**src/rtl/pcb_write_arbiter_if.sv**
```systemverilog
// Upstream write ports and PCB RAM write bus of the PCB write arbiter.
// Optional per-port tail counters are carried when PCB_WR_STAT_EN is defined.
interface pcb_write_arbiter_if #(
  parameter int PORT_NUM  = 8,
  parameter int PORT_ID_W = 3
);
  logic [PORT_NUM-1:0]     iv_pkt_wr;
  logic [PORT_NUM*134-1:0] iv_pkt;
  logic [PORT_NUM*16-1:0]  iv_pkt_bufadd;
  logic [PORT_NUM-1:0]     ov_pkt_ack;
  logic                    i_ram_ready;
  logic                    o_ram_wr;
  logic [15:0]             ov_ram_addr;
  logic [133:0]            ov_ram_data;
  logic [PORT_ID_W-1:0]    ov_ram_src_port;
`ifdef PCB_WR_STAT_EN
  logic [PORT_NUM*32-1:0]  ov_port_pkt_cnt;

  modport slave (
    input  iv_pkt_wr, iv_pkt, iv_pkt_bufadd, i_ram_ready,
    output ov_pkt_ack, o_ram_wr, ov_ram_addr, ov_ram_data, ov_ram_src_port,
    output ov_port_pkt_cnt
  );
  modport master (
    output iv_pkt_wr, iv_pkt, iv_pkt_bufadd, i_ram_ready,
    input  ov_pkt_ack, o_ram_wr, ov_ram_addr, ov_ram_data, ov_ram_src_port,
    input  ov_port_pkt_cnt
  );
`else
  modport slave (
    input  iv_pkt_wr, iv_pkt, iv_pkt_bufadd, i_ram_ready,
    output ov_pkt_ack, o_ram_wr, ov_ram_addr, ov_ram_data, ov_ram_src_port
  );
  modport master (
    output iv_pkt_wr, iv_pkt, iv_pkt_bufadd, i_ram_ready,
    input  ov_pkt_ack, o_ram_wr, ov_ram_addr, ov_ram_data, ov_ram_src_port
  );
`endif
endinterface

```
**src/rtl/pcb_write_arbiter.sv**
```systemverilog
// Round-robin arbiter granting one upstream port per cycle into the PCB RAM write port.
// Optional feature macro PCB_WR_STAT_EN adds per-port tail-word counters.
`ifdef PCB_WR_STAT_EN
module pcb_wr_stat_cnt (
  input  logic        clk_sys,
  input  logic        reset,
  input  logic        inc_i,
  output logic [31:0] cnt_o
);
  logic [31:0] cnt_q;

  always_ff @(posedge clk_sys) begin
    if (reset)      cnt_q <= '0;
    else if (inc_i) cnt_q <= cnt_q + 32'd1;
  end

  assign cnt_o = cnt_q;
endmodule
`endif

module pcb_write_arbiter #(
  parameter int PORT_NUM  = 8,
  parameter int PORT_ID_W = 3
) (
  input  logic               clk_sys,
  input  logic               reset,
  pcb_write_arbiter_if.slave bus
);
  localparam int DW = 134;
  localparam int AW = 16;
  localparam logic [PORT_ID_W:0]   PN   = (PORT_ID_W+1)'(PORT_NUM);
  localparam logic [PORT_ID_W-1:0] LAST = PORT_ID_W'(PORT_NUM-1);

  logic [PORT_NUM-1:0][DW-1:0] pkt_a;
  logic [PORT_NUM-1:0][AW-1:0] add_a;
  logic [PORT_NUM-1:0]         elig;

  logic [PORT_ID_W-1:0] rr_ptr_q, rr_ptr_d;
  logic [PORT_NUM-1:0]  ack_q, ack_d;
  logic                 wr_q, wr_d;
  logic [AW-1:0]        addr_q, addr_d;
  logic [DW-1:0]        data_q, data_d;
  logic [PORT_ID_W-1:0] src_q, src_d;

  logic                 gnt_vld;
  logic [PORT_ID_W-1:0] gnt_idx;
  logic [PORT_ID_W:0]   pos;

  assign pkt_a = bus.iv_pkt;
  assign add_a = bus.iv_pkt_bufadd;
  // A port's wr is still high during its ack cycle; mask it so it is not granted twice.
  assign elig  = bus.iv_pkt_wr & ~ack_q;

  // Scan from the farthest offset back to rr_ptr so the nearest eligible port wins.
  always_comb begin
    gnt_vld = 1'b0;
    gnt_idx = '0;
    pos     = '0;
    for (int i = PORT_NUM-1; i >= 0; i--) begin
      pos = {1'b0, rr_ptr_q} + (PORT_ID_W+1)'(i);
      if (pos >= PN) pos = pos - PN;
      if (bus.i_ram_ready && elig[pos[PORT_ID_W-1:0]]) begin
        gnt_vld = 1'b1;
        gnt_idx = pos[PORT_ID_W-1:0];
      end
    end
  end

  always_comb begin
    rr_ptr_d = rr_ptr_q;
    wr_d     = gnt_vld;
    ack_d    = '0;
    addr_d   = '0;
    data_d   = '0;
    src_d    = '0;
    if (gnt_vld) begin
      rr_ptr_d = (gnt_idx == LAST) ? '0 : gnt_idx + 1'b1;
      ack_d    = PORT_NUM'(1) << gnt_idx;
      addr_d   = add_a[gnt_idx];
      data_d   = pkt_a[gnt_idx];
      src_d    = gnt_idx;
    end
  end

  always_ff @(posedge clk_sys) begin
    if (reset) begin
      rr_ptr_q <= '0;
      wr_q     <= 1'b0;
      ack_q    <= '0;
      addr_q   <= '0;
      data_q   <= '0;
      src_q    <= '0;
    end else begin
      rr_ptr_q <= rr_ptr_d;
      wr_q     <= wr_d;
      ack_q    <= ack_d;
      addr_q   <= addr_d;
      data_q   <= data_d;
      src_q    <= src_d;
    end
  end

  assign bus.o_ram_wr        = wr_q;
  assign bus.ov_pkt_ack      = ack_q;
  assign bus.ov_ram_addr     = addr_q;
  assign bus.ov_ram_data     = data_q;
  assign bus.ov_ram_src_port = src_q;

`ifdef PCB_WR_STAT_EN
  logic [PORT_NUM-1:0][31:0] cnt_a;
  logic                      tail_gnt;

  assign tail_gnt = gnt_vld && (data_d[133:132] == 2'b10);

  for (genvar k = 0; k < PORT_NUM; k++) begin : g_cnt
    pcb_wr_stat_cnt u_cnt (
      .clk_sys (clk_sys),
      .reset   (reset),
      .inc_i   (tail_gnt && (gnt_idx == PORT_ID_W'(k))),
      .cnt_o   (cnt_a[k])
    );
  end

  assign bus.ov_port_pkt_cnt = cnt_a;
`endif
endmodule
```
**src/flat_wrapper.sv**
```systemverilog
// flat-port wrapper written by rule: the top's interface ports become plain ports
module pcb_write_arbiter_flat 
#(
  parameter int PORT_NUM  = 8,
  parameter int PORT_ID_W = 3
)
  (clk_sys, reset, bus_iv_pkt_wr, bus_iv_pkt, bus_iv_pkt_bufadd, bus_i_ram_ready, bus_ov_pkt_ack, bus_o_ram_wr, bus_ov_ram_addr, bus_ov_ram_data, bus_ov_ram_src_port);
  pcb_write_arbiter_if #(.PORT_NUM(PORT_NUM), .PORT_ID_W(PORT_ID_W)) bus_i ();
  input  logic clk_sys;
  input  logic reset;
  input wire logic [$bits(bus_i.iv_pkt_wr)-1:0] bus_iv_pkt_wr;
  input wire logic [$bits(bus_i.iv_pkt)-1:0] bus_iv_pkt;
  input wire logic [$bits(bus_i.iv_pkt_bufadd)-1:0] bus_iv_pkt_bufadd;
  input wire logic [$bits(bus_i.i_ram_ready)-1:0] bus_i_ram_ready;
  output wire logic [$bits(bus_i.ov_pkt_ack)-1:0] bus_ov_pkt_ack;
  output wire logic [$bits(bus_i.o_ram_wr)-1:0] bus_o_ram_wr;
  output wire logic [$bits(bus_i.ov_ram_addr)-1:0] bus_ov_ram_addr;
  output wire logic [$bits(bus_i.ov_ram_data)-1:0] bus_ov_ram_data;
  output wire logic [$bits(bus_i.ov_ram_src_port)-1:0] bus_ov_ram_src_port;
  assign bus_i.iv_pkt_wr = bus_iv_pkt_wr;
  assign bus_i.iv_pkt = bus_iv_pkt;
  assign bus_i.iv_pkt_bufadd = bus_iv_pkt_bufadd;
  assign bus_i.i_ram_ready = bus_i_ram_ready;
  assign bus_ov_pkt_ack = bus_i.ov_pkt_ack;
  assign bus_o_ram_wr = bus_i.o_ram_wr;
  assign bus_ov_ram_addr = bus_i.ov_ram_addr;
  assign bus_ov_ram_data = bus_i.ov_ram_data;
  assign bus_ov_ram_src_port = bus_i.ov_ram_src_port;
  pcb_write_arbiter #(.PORT_NUM(PORT_NUM), .PORT_ID_W(PORT_ID_W)) u_core (.clk_sys(clk_sys), .reset(reset), .bus(bus_i));
endmodule
```
**config.mk**
```make
export PLATFORM = sky130hd
export DESIGN_NAME = pcb_write_arbiter_flat
export DESIGN_NICKNAME = d
export VERILOG_FILES = /design/src/rtl/pcb_write_arbiter_if.sv /design/src/rtl/pcb_write_arbiter.sv /design/src/flat_wrapper.sv
export SDC_FILE = /design/constraint.sdc
export NUM_CORES = 1
export LEC_CHECK = 0
export BUFFER_PORTS_ARGS = -buffer_cell sky130_fd_sc_hd__buf_2
export CAP_MARGIN = 20
export CELL_PAD_IN_SITES_DETAIL_PLACEMENT = 1
export CELL_PAD_IN_SITES_GLOBAL_PLACEMENT = 2
export CORE_AREA = 5 5 539 541
export DETAILED_ROUTE_END_ITERATION = 12
export DIE_AREA = 0 0 544 546
export HOLD_SLACK_MARGIN = 0.1
export PLACE_DENSITY_LB_ADDON = 0.05
export SYNTH_ARGS = -nofsm -noshare
export SYNTH_HDL_FRONTEND = slang
export SYNTH_SLANG_ARGS = --single-unit
```
**constraint.sdc**
```tcl
create_clock -name clk_sys -period 6.08 [get_ports clk_sys]
set_input_delay 0.608 -clock clk_sys [delete_from_list [all_inputs] [get_ports clk_sys]]
set_output_delay 0.608 -clock clk_sys [all_outputs]
set_load 0.01 [all_outputs]
```
==> results.py, run 1 <==
metrics = {
    "outcome": {
        "status": "finished clean",
    },
    "critical_path": {
        "reg2regPathDepth": 14,
        "crit_type": "register to register",
        "rrSetupSlack_ns": 1.30,
        "worstPathArrival_ns": 5.23,
        "reg2reg_to": "u_core.bus.ov_ram_data[57]",
        "critical_path.max_fanout": 39,
        "critPathLaunchType": "register",
        "cp-end-kind": "register",
        "worstPathRequired_ns": 6.53,
        "r2r_start": "u_core.rr_ptr_q[0]",
    },
    "detailed_routing": {
        "num_vias": 18390,
        "postRouteAntennaNets": 0,
        "dr.pass1.iters": 5,
        "wl_per_cell_um": 30.01,
        "wl_um": 192300,
        "drt_iter0_drc": 586,
        "vias_per_cell": 2.868,
        "drc_errors": 0,
    },
    "die": {
        "coreArea_um2": 284500,
        "die_h_um": 546,
        "initial_utilization_pct": 4.816,
        "boundaryPins": 1373,
        "rows": 196,
        "dieArea_um2": 297000,
        "dieWidth_um": 544,
    },
    "synth": {
        "ys_types": 59,
        "synth_seq_cells": 165,
        "synth_seq_area_share_pct": 24.11,
        "synthArstFlopShare_pct": 0,
        "syn_area_um2": 13700,
        "synth.most_common_cell": "mux2i_1",
        "synth_common_cells": "mux2i_1, dfxtp_1, o22ai_1",
        "ys.flop_type": "dfxtp_1",
        "synthesis.instances": 1221,
        "yosysTopAreaCell": "mux4_2",
        "ys_warn_count": 0,
        "synth_fp_nets": 2438,
        "synth_edf_count": 0,
        "yosys-top-cells-area": "mux4_2, dfxtp_1, mux2i_1",
        "synth_top_area_share_pct": 25.48,
        "syn_area_per_cell_um2": 11.22,
    },
    "power_and_ir_drop": {
        "intPower_mw": 9.365,
        "power_frac_seq_pct": 9.4,
        "vdd_drop_max_mv": 0.4299,
        "p_leak_nw": 12.75,
        "power_frac_clock_pct": 8.5,
        "power.switching_mw": 9.705,
        "swShare_pct": 50.89,
        "combPwrFrac_pct": 82.1,
        "p_per_area_nw_per_um2": 719.2,
    },
    "final_layout": {
        "nets": 3788,
        "layout-drive-gt1-share_pct": 64.18,
        "syn_to_final_growth_pct": 93.53,
        "final_cell_count_no_fill": 6410,
    },
    "cts": {
        "htree_levels": 4,
        "cts_resized": 0,
        "clock_sinks": 165,
        "root_buffer": "clkbuf_16",
        "cts-buffers-inserted": 25,
        "cts_tree": "done",
        "clkSlewWorstSetupHoldPaths_ns": 0.09,
        "clkLatencyLatePin_ns": 0.58,
        "cts_setup_buffers": 0,
        "cts_buffer_depth": 3,
        "hold_buffers": 0,
    },
    "placed_design": {
        "dp_hpwl_um": 170900,
        "place.gp.congestion": 0.8324,
        "placed_cells": 6306,
        "port_buffers": 1372,
    },
    "global_route": {
        "grt_use_total_pct": 12.42,
        "antenna_found_initial": 355,
        "grt_start_max_net_pins": 74,
        "grt_pass1_vias": 20440,
        "grt_overflow_total": 0,
        "grt_pass1_wl_um": 239900,
    },
    "sta": {
        "fmax_ghz": 0.2093,
        "worstMarginPinSlew_ns": 0.7325,
        "max_slew_margin_pct": 51.16,
        "hold_viol": 0,
        "period_share_pct": 78.59,
        "final_max_slew_viol_count": 0,
        "rsz0062_at_grt": "no",
        "fin_worst_skew_ns": 0.03547,
        "setup_viol_count_final": 0,
        "finalCriticalPeriod_ns": 4.778,
        "setup_tns_ns": 0,
    },
    "min_path": {
        "worstHoldStart": "reset",
        "min_path_cells": 2,
        "min_to": "u_core.rr_ptr_q[1]",
        "hp-class": "input port to register",
    },
    "flow_run": {
        "maxCapViolations": 0,
    },
}
==> cells by family after synthesis <==
logic type,Yosys count,synth area share [%]
AO/OA/AOI/OAI,359,18.37
XOR/XNOR,3,0.1918
adder cells (fa/ha/maj),6,0.5479
buffers and inverters,135,4.712
flip-flops,165,24.11
multiplexers,465,48.16
AND/OR/NAND/NOR,88,3.909
==> state kept, by name (all words and copies together), names as in the netlist <==
register,flops
u_core.bus.ov_pkt_ack,8
u_core.rr_ptr_q,3
u_core.bus.ov_ram_addr,16
u_core.bus.ov_ram_src_port,3
u_core.bus.ov_ram_data,134
u_core.bus.o_ram_wr,1
==> cell usage in the layout (no fill, tap or decap), types with 3 or more instances in the layout <==
cell type,instances
nor4bb_1,4
a22oi_1,3
o22ai_1,157
o2111ai_1,3
nor2b_1,7
mux4_2,155
nand2b_1,10
mux2_2,4
or2_2,3
ha_1,6
nor2_1,16
clkbuf_16,25
o21ai_0,5
and2_1,6
inv_1,7
a21oi_1,7
nor4_1,3
diode_2,71
nand2_1,10
nor3_1,7
xnor2_1,3
dfxtp_1,165
bufinv_16,3
buf_4,56
buf_2,1372
mux2i_1,306
o211a_1,3
a211oi_1,4
and3_1,4
a21o_1,152
buf_12,22
o211ai_1,3
==> stage by stage <==
stage / utilization (%) / power (mW) / setup WS [ns] / area, µm² / hold WS, ns
final: 9.321 / 19.07 / 1.302 / 26520 / 0.3266
after global routing: 9.280 / 20.64 / 1.002 / 26400 / 0.2911
after CTS: 9.258 / 20.19 / 1.097 / 26340 / 0.2590
after detailed placement: 8.991 / 18.33 / 1.113 / 25580 / 0.7245
after global placement: 8.991 / 18.35 / 1.102 / 25580 / 0.7523
after floorplan: - / 11.49 / 2.051 / 13700 / 0.6804
==> critical path, stage by stage, from the launching register on <==
cell and delay, ns:
dfxtp_1 0.35, inv_1 0.06, buf_4 0.20, ha_1 0.46, or4b_4 0.59, and4_4 0.22, mux2i_1 0.31, o21a_1 0.21
o2111ai_1 0.20, a41oi_4 0.47, buf_12 0.24, buf_4 0.58, mux2i_1 0.39, o22ai_1 0.16, a21o_1 0.18
==> metal layers <==
metal | wire length, µm | share of wire (%) | track usage, %
met1 | 66290 | 34 | 12.23
met4 | 3347 | 1.7 | 1.032
met5 | 1394 | 0.72 | 0
met2 | 103200 | 54 | 24.48
met3 | 18100 | 9.4 | 5.488
==> how the worst max path moves through the flow <==
stage                                       to  slack [ns]          startpoint  cells past startpoint
floorplan            u_core.bus.ov_ram_addr[0]        2.05  u_core.rr_ptr_q[0]                     17
global placement    u_core.bus.ov_ram_data[87]        1.10  u_core.rr_ptr_q[0]                     15
detailed placement  u_core.bus.ov_ram_data[37]        1.11  u_core.rr_ptr_q[0]                     14
CTS                 u_core.bus.ov_ram_data[37]        1.10  u_core.rr_ptr_q[0]                     14
global route        u_core.bus.ov_ram_data[57]        1.00  u_core.rr_ptr_q[0]                     14
finish              u_core.bus.ov_ram_data[57]        1.30  u_core.rr_ptr_q[0]                     14
==> cell type report <==
class	count	area, µm²
fillers	33790	258000
multi-input cells	921	9798
repair buffers	1450	7727
well taps	3762	4707
flip-flops and latches	165	3303
clock buffers	28	656.9
diodes	71	177.7
clock inverters	5	102.6
inverters	8	42.54
==> power by group through the flow <==
stage	Sequential [mW]	Combinational (mW)	Clock, mW
after floorplan	1.86	9.63	0
after global placement	1.88	16.5	0
after detailed placement	1.85	16.5	0
after CTS	1.83	16.5	1.81
after global routing	1.85	17.0	1.81
final	1.79	15.7	1.62
Power figures use the tool's default switching activity.
==> inputs of run 2 (changes only) <==
Settings changed: ABC_AREA from default to 1, CORE_AREA 5 5 539 541 to 5 5 535 537, DIE_AREA 0 0 544 546 to 0 0 540 542.
Clock period 6.08 ns to 4.6 ns, I/O delays scaled along.
==> run 2 against run 1 <==
Against the previous run:
- sequential power up 23%
- synthesized cell count rose to 3.1 times the previous value
- die area is 1.5% lower
- clock skew down 0.019 ns
- clock-buffer cell count down 10
- non-clock buffer count grew 17
- power increased by 88%
- area after synthesis is 35% higher
- combinational power grew 100%
- largest cell class unchanged
- first-iteration DRC count rose by 120%
- register-to-register slack worse by 0.63 ns
- critical endpoint is now u_core.bus.ov_ram_data[10]
==> results.py, run 2 <==
metrics = {
    "critical_path": {
        "cpPeakStageDelay_ns": 0.47,
        "reg2reg_to": "u_core.bus.ov_ram_data[10]",
        "path_buf_inv": 5,
        "reg2regPathDepth": 24,
        "rrSetupSlack_ns": 0.67,
        "worstPathRequired_ns": 5.10,
        "crit_chain": "buf_4 > inv_2 > ha_1 > inv_2 > nand2_1 > o21ai_2 > nand2_1 > nand3_2 > nand2_1 > nand2_1 > nand2_1 > nand2_1 > nand2_1 > nand2_1 > nand2_1 > nand2_1 > nand2_1 > nand2_2 > nand2_2 > nand2_2 > inv_8 > buf_12 > nand2_1 > nand2_1",
        "worstPathArrival_ns": 4.43,
        "cp-end-kind": "register",
        "critPathSlowestCell": "inv_8",
        "critical_path.max_fanout": 78,
        "crit_type": "register to register",
        "critPathLaunchType": "register",
        "cpLargestDelayFamily": "simple AND/OR/NAND/NOR gates",
        "endpoint": "u_core.bus.ov_ram_data[10]",
        "worstSetupStartpoint": "u_core.rr_ptr_q[0]",
        "crit_path_frequent_cell": "nand2_1",
        "r2r_start": "u_core.rr_ptr_q[0]",
        "cp.depth": 24,
    },
    "sta": {
        "worstMarginPinSlew_ns": 0.8647,
        "final_max_slew_viol_count": 0,
        "fin_worst_skew_ns": 0.01605,
        "fmax_ghz": 0.2546,
        "setup_viol_count_final": 0,
        "period_share_pct": 85.40,
        "max_slew_margin_pct": 42.35,
        "rsz0062_at_grt": "no",
        "setup_tns_ns": 0,
        "finalCriticalPeriod_ns": 3.928,
        "hold_viol": 0,
    },
    "global_route": {
        "grt_pass1_vias": 31590,
        "grt_pass1_wl_um": 298600,
        "antenna_found_initial": 284,
        "grt_use_total_pct": 15.03,
        "grt_overflow_total": 0,
        "grt_start_max_net_pins": 112,
    },
    "die": {
        "die_h_um": 542,
        "dieArea_um2": 292700,
        "initial_utilization_pct": 6.556,
        "boundaryPins": 1373,
        "dieWidth_um": 540,
        "rows": 195,
        "coreArea_um2": 281100,
    },
    "flow_run": {
        "maxCapViolations": 0,
    },
    "final_layout": {
        "final_cell_mix": "nand2_1, buf_2, nand3_1",
        "fill_cells": 35090,
        "nets": 6207,
        "largest_reg_flops": 134,
        "final_cell_count_no_fill": 8800,
        "layout_commonest_cell": "nand2_1",
        "syn_to_final_growth_pct": 65.39,
        "layout-drive-gt1-share_pct": 30.51,
    },
    "synth": {
        "synth_seq_cells": 165,
        "ys_types": 34,
        "synth_top_area_share_pct": 53.18,
        "synthArstFlopShare_pct": 0,
        "syn_area_um2": 18430,
        "synth_common_cells": "nand2_1, nand3_1, buf_2",
        "syn_area_per_cell_um2": 4.844,
        "ys_warn_count": 0,
        "synthesis.instances": 3804,
        "synth_edf_count": 0,
        "synth_fp_nets": 5021,
        "synth.most_common_cell": "nand2_1",
        "yosysTopAreaCell": "nand2_1",
        "ys.flop_type": "dfxtp_1",
        "synth_seq_area_share_pct": 17.93,
        "yosys-top-cells-area": "nand2_1, dfxtp_1, nand3_1",
    },
    "cts": {
        "cts_resized": 0,
        "cts_tree": "done",
        "cts_setup_buffers": 0,
        "cts-buffers-inserted": 17,
        "cts_buffer_depth": 2,
        "hold_buffers": 0,
        "htree_levels": 4,
        "root_buffer": "clkbuf_16",
        "clkSlewWorstSetupHoldPaths_ns": 0.09,
        "clock_sinks": 165,
        "clkLatencyLatePin_ns": 0.56,
    },
    "placed_design": {
        "dp_hpwl_um": 192000,
        "placed_cells": 8714,
        "place.gp.congestion": 0.7660,
        "port_buffers": 1372,
    },
    "detailed_routing": {
        "wl_um": 229700,
        "drt_iter0_drc": 1272,
        "wl_per_cell_um": 26.10,
        "postRouteAntennaNets": 0,
        "drc_errors": 0,
        "vias_per_cell": 3.343,
        "dr.pass1.iters": 5,
        "num_vias": 29420,
    },
    "outcome": {
        "status": "finished clean",
    },
    "power_and_ir_drop": {
        "p_leak_nw": 17.45,
        "p_per_area_nw_per_um2": 1174,
        "vdd_drop_max_mv": 0.6330,
        "total_power_mw": 35.77,
    },
    "min_path": {
        "min_path_cells": 2,
        "hp-class": "input port to register",
    },
}
==> run 2: worst min path at each step <==
stage,from,to,slack [ns]
after global routing,reset,u_core.bus.ov_ram_src_port[0],0.19
after global placement,u_core.rr_ptr_q[1],u_core.rr_ptr_q[1],0.59
final,reset,u_core.bus.ov_ram_src_port[0],0.25
after CTS,reset,u_core.bus.ov_ram_src_port[0],0.15
after detailed placement,u_core.rr_ptr_q[1],u_core.rr_ptr_q[1],0.59
after floorplan,reset,u_core.bus.ov_ram_src_port[0],0.53
==> run 2: through the flow <==
| step | utilization [%] | setup WS (ns) | instance area, µm² | hold WS, ns |
|---|---|---|---|---|
| global route | 10.82 | 0.1798 | 30400 | 0.1880 |
| finish | 10.84 | 0.6718 | 30480 | 0.2466 |
| floorplan | - | 1.692 | 18430 | 0.5324 |
| global placement | 10.58 | 0.4710 | 29730 | 0.5903 |
| CTS | 10.79 | 0.4339 | 30340 | 0.1470 |
| detailed placement | 10.58 | 0.4703 | 29730 | 0.5915 |
==> run 2: cell families (layout without fill, tap and decap cells) <==
family          count (synthesis)  after routing  share of synthesized area (%)
buf+inv                       336           1534                          9.397
simple gates                 3268           3268                          71.18
xor+xnor                        3              3                         0.1834
compound gates                 26             26                         0.9030
flops                         165            165                          17.93
fa+ha+maj                       6              6                         0.4074
other cells                     0             55                              0
==> run 2: worst reg2reg max path: stages (launching register included) <==
cell     delay [ns]
dfxtp_1        0.34
buf_4          0.18
inv_2          0.11
ha_1           0.46
inv_2          0.13
nand2_1        0.10
o21ai_2        0.08
nand2_1        0.11
nand3_2        0.13
nand2_1        0.11
nand2_1        0.05
nand2_1        0.07
nand2_1        0.05
nand2_1        0.05
nand2_1        0.05
nand2_1        0.05
nand2_1        0.05
nand2_1        0.09
nand2_2        0.08
nand2_2        0.11
nand2_2        0.14
inv_8          0.47
buf_12         0.52
nand2_1        0.28
nand2_1        0.10
==> run 2: cell type report <==
cell class | instances | area, µm² | share of cell area (%)
clock inverters | 13 | 181.4 | 0.5953
inverters | 36 | 142.6 | 0.4680
clock buffers | 18 | 429.2 | 1.408
multi-input cells | 3303 | 13440 | 44.11
well taps | 3743 | 4683 | 15.37
diodes | 55 | 137.6 | 0.4516
flip-flops and latches | 165 | 3303 | 10.84
repair buffers | 1467 | 8155 | 26.76
==> run 2: per-layer routing <==
metal	up-vias	part of all wire (%)	global-route usage (%)
met2	1234	49	26.61
met4	134	2.1	2.841
met1	13370	41	17.43
met5	-	0.37	0
met3	455	7.6	5.407
li1	14230	-	-
==> run 2: power by group <==
part / switching (mW) / internal (mW) / leakage [nW] / total, mW
Clock: 0.894 / 0.907 / 0.297 / 1.80
Sequential: 0.178 / 2.03 / 1.36 / 2.21
Combinational: 23.1 / 8.62 / 15.8 / 31.8
==> inputs of run 3 (changes only) <==
Settings changed: CTS_BUF_LIST from default to sky130_fd_sc_hd__clkbuf_4.
==> run 3 against run 2 <==
Against the previous run:
- clock-buffer cell count unchanged
- sequential power about the same
- critical path depth down 1
- highest routed layer unchanged
==> results.py, run 3 (synthesis results as in run 2) <==
metrics = {
    "final_layout": {
        "syn_to_final_growth_pct": 128.0,
        "fill_cells": 34950,
        "register_area_um2": 3303,
        "final_cell_mix": "nand2_1, buf_2, dlygate4sd3_1",
        "fin_area_um2": 42010,
        "nets": 7387,
        "final_cell_count_no_fill": 9969,
        "multi_input_area_um2": 13470,
        "largest_reg_flops": 134,
        "layout_commonest_cell": "nand2_1",
        "final_core_util_pct": 14.95,
        "layout-drive-gt1-share_pct": 24.78,
    },
    "critical_path": {
        "cp.depth": 23,
        "endpoint": "u_core.bus.ov_ram_data[108]",
        "critical_path.max_fanout": 26,
        "critPathSlowestCell": "dlygate4sd3_1",
        "cpLargestDelayFamily": "buffers and inverters",
        "cpPeakStageDelay_ns": 0.56,
        "cp-end-kind": "register",
        "crit_chain": "buf_4 > inv_2 > ha_4 > xor2_1 > inv_1 > nand2_1 > nand3_2 > inv_2 > o21ai_1 > nand2_1 > nand2_1 > nand2_8 > nand2_8 > buf_12 > buf_12 > nand2_1 > nand2_1 > dlygate4sd3_1 > nand2_1 > nand2_1 > dlygate4sd3_1 > nand2_1 > nand2_1",
        "crit_type": "register to register",
        "critPathLaunchType": "register",
        "r2r_start": "u_core.rr_ptr_q[0]",
        "path_buf_inv": 8,
        "rrSetupSlack_ns": 0.31,
        "crit_path_frequent_cell": "nand2_1",
        "worstPathArrival_ns": 5.13,
        "reg2reg_to": "u_core.bus.ov_ram_data[108]",
        "worstSetupStartpoint": "u_core.rr_ptr_q[0]",
        "reg2regPathDepth": 23,
        "worstPathRequired_ns": 5.44,
    },
    "cts": {
        "clkSlewWorstSetupHoldPaths_ns": 0.23,
        "cts_tree": "done",
        "root_buffer": "clkbuf_4",
        "cts_buffer_depth": 2,
        "clkLatencyLatePin_ns": 0.89,
        "htree_levels": 4,
        "cts-buffers-inserted": 17,
        "clock_sinks": 165,
    },
    "flow_run": {
        "maxCapViolations": 0,
    },
    "detailed_routing": {
        "vias_per_cell": 3.388,
        "drc_errors": 0,
        "dr.pass1.iters": 4,
        "drt_iter0_drc": 1214,
        "postRouteAntennaNets": 0,
        "wl_per_cell_um": 23.36,
        "wl_um": 232900,
        "num_vias": 33780,
    },
    "power_and_ir_drop": {
        "p_leak_nw": 22.47,
        "p_per_area_nw_per_um2": 1029,
        "vdd_drop_max_mv": 0.6300,
        "power_frac_seq_pct": 5.1,
        "power.switching_mw": 25.23,
        "swShare_pct": 58.38,
        "combPwrFrac_pct": 92.0,
        "total_power_mw": 43.22,
        "power_frac_clock_pct": 2.9,
        "intPower_mw": 17.99,
    },
    "min_path": {
        "min_path_cells": 7,
        "worstHoldStart": "bus_iv_pkt[447]",
        "hp-class": "input port to register",
    },
    "sta": {
        "fin_worst_skew_ns": 0.03334,
        "max_slew_margin_pct": 42.14,
        "final_max_slew_viol_count": 0,
        "period_share_pct": 93.33,
        "setup_viol_count_final": 0,
        "fmax_ghz": 0.2329,
        "postLayoutSetupSlackWorst_ns": 0.3068,
        "worstMarginPinSlew_ns": 0.8679,
        "hold_viol": 0,
        "finalCriticalPeriod_ns": 4.293,
    },
    "global_route": {
        "grt_start_max_net_pins": 112,
        "grt_overflow_total": 0,
        "grt_pass1_vias": 36910,
        "antenna_found_initial": 198,
        "grt_pass1_wl_um": 313100,
        "grt_use_total_pct": 15.28,
    },
    "die": {
        "coreArea_um2": 281100,
        "rows": 195,
        "die_h_um": 542,
        "boundaryPins": 1373,
        "dieArea_um2": 292700,
        "dieWidth_um": 540,
        "initial_utilization_pct": 6.556,
    },
    "placed_design": {
        "dp_slack_ns": 0.4703,
        "post_dp_cell_area_um2": 29730,
        "port_buffers": 1372,
        "dp_hpwl_um": 192000,
        "placed_cells": 8714,
        "place.gp.congestion": 0.7660,
    },
    "outcome": {
        "status": "finished clean",
    },
}
[run 3: worst min-delay path, stage by stage]
cell     delay [ns]
buf_2          0.09
nand2_1        0.05
nand2_1        0.11
nand2_1        0.17
nand2_1        0.11
nand2_1        0.04
nand2_1        0.10
[run 3: power groups by stage]
stage	combinational [mW]	clock (mW)	sequential (mW)
after global placement	34.2	0	2.26
after CTS	41.9	1.45	2.23
after global routing	44.6	1.45	2.26
final	39.8	1.26	2.20
after floorplan	18.0	0	2.42
after detailed placement	33.9	0	2.26
[run 3: per-stage QoR]
| step | TNS, ns | hold slack (ns) |
|---|---|---|
| finish | 0 | 0.2703 |
| floorplan | 0 | 0.5324 |
| global route | -0.002884 | 0.1812 |
| detailed placement | 0 | 0.5915 |
| CTS | 0 | 0.1193 |
| global placement | 0 | 0.5903 |
[run 3: how the worst min path moves through the flow]
stage	endpoint	slack, ns
after global routing	u_core.bus.ov_ram_data[57]	0.18
after floorplan	u_core.bus.ov_ram_src_port[0]	0.53
final	u_core.bus.ov_ram_data[45]	0.27
after detailed placement	u_core.rr_ptr_q[1]	0.59
after CTS	u_core.bus.ov_ram_data[51]	0.12
after global placement	u_core.rr_ptr_q[1]	0.59
[run 3: layout make-up]
type	count	area share, %
Antenna cell	44	0.2621
Clock buffer	18	0.3217
Clock inverter	13	0.4319
Inverter	36	0.3395
Multi-Input combinational cell	3303	32.06
Sequential cell	165	7.863
Tap cell	3743	11.15
Timing Repair Buffer	2647	47.57
[run 3: per-layer routing]
metal / vias up / routed length [µm] / global-route usage, %
met1: 15690 / 99930 / 18.31
met4: 94 / 3264 / 1.840
li1: 16570 / - / -
met5: - / 586 / 0
met3: 329 / 13890 / 4.404
met2: 1085 / 115300 / 27.64
[run 3: what timing repair did]
action / in CTS / in global routing
setup buffers: 0 / 1
hold endpoints to repair: 161 / 0
resized for setup: 0 / 6
hold buffers: 1179 / 0
setup endpoints to repair: 0 / 104
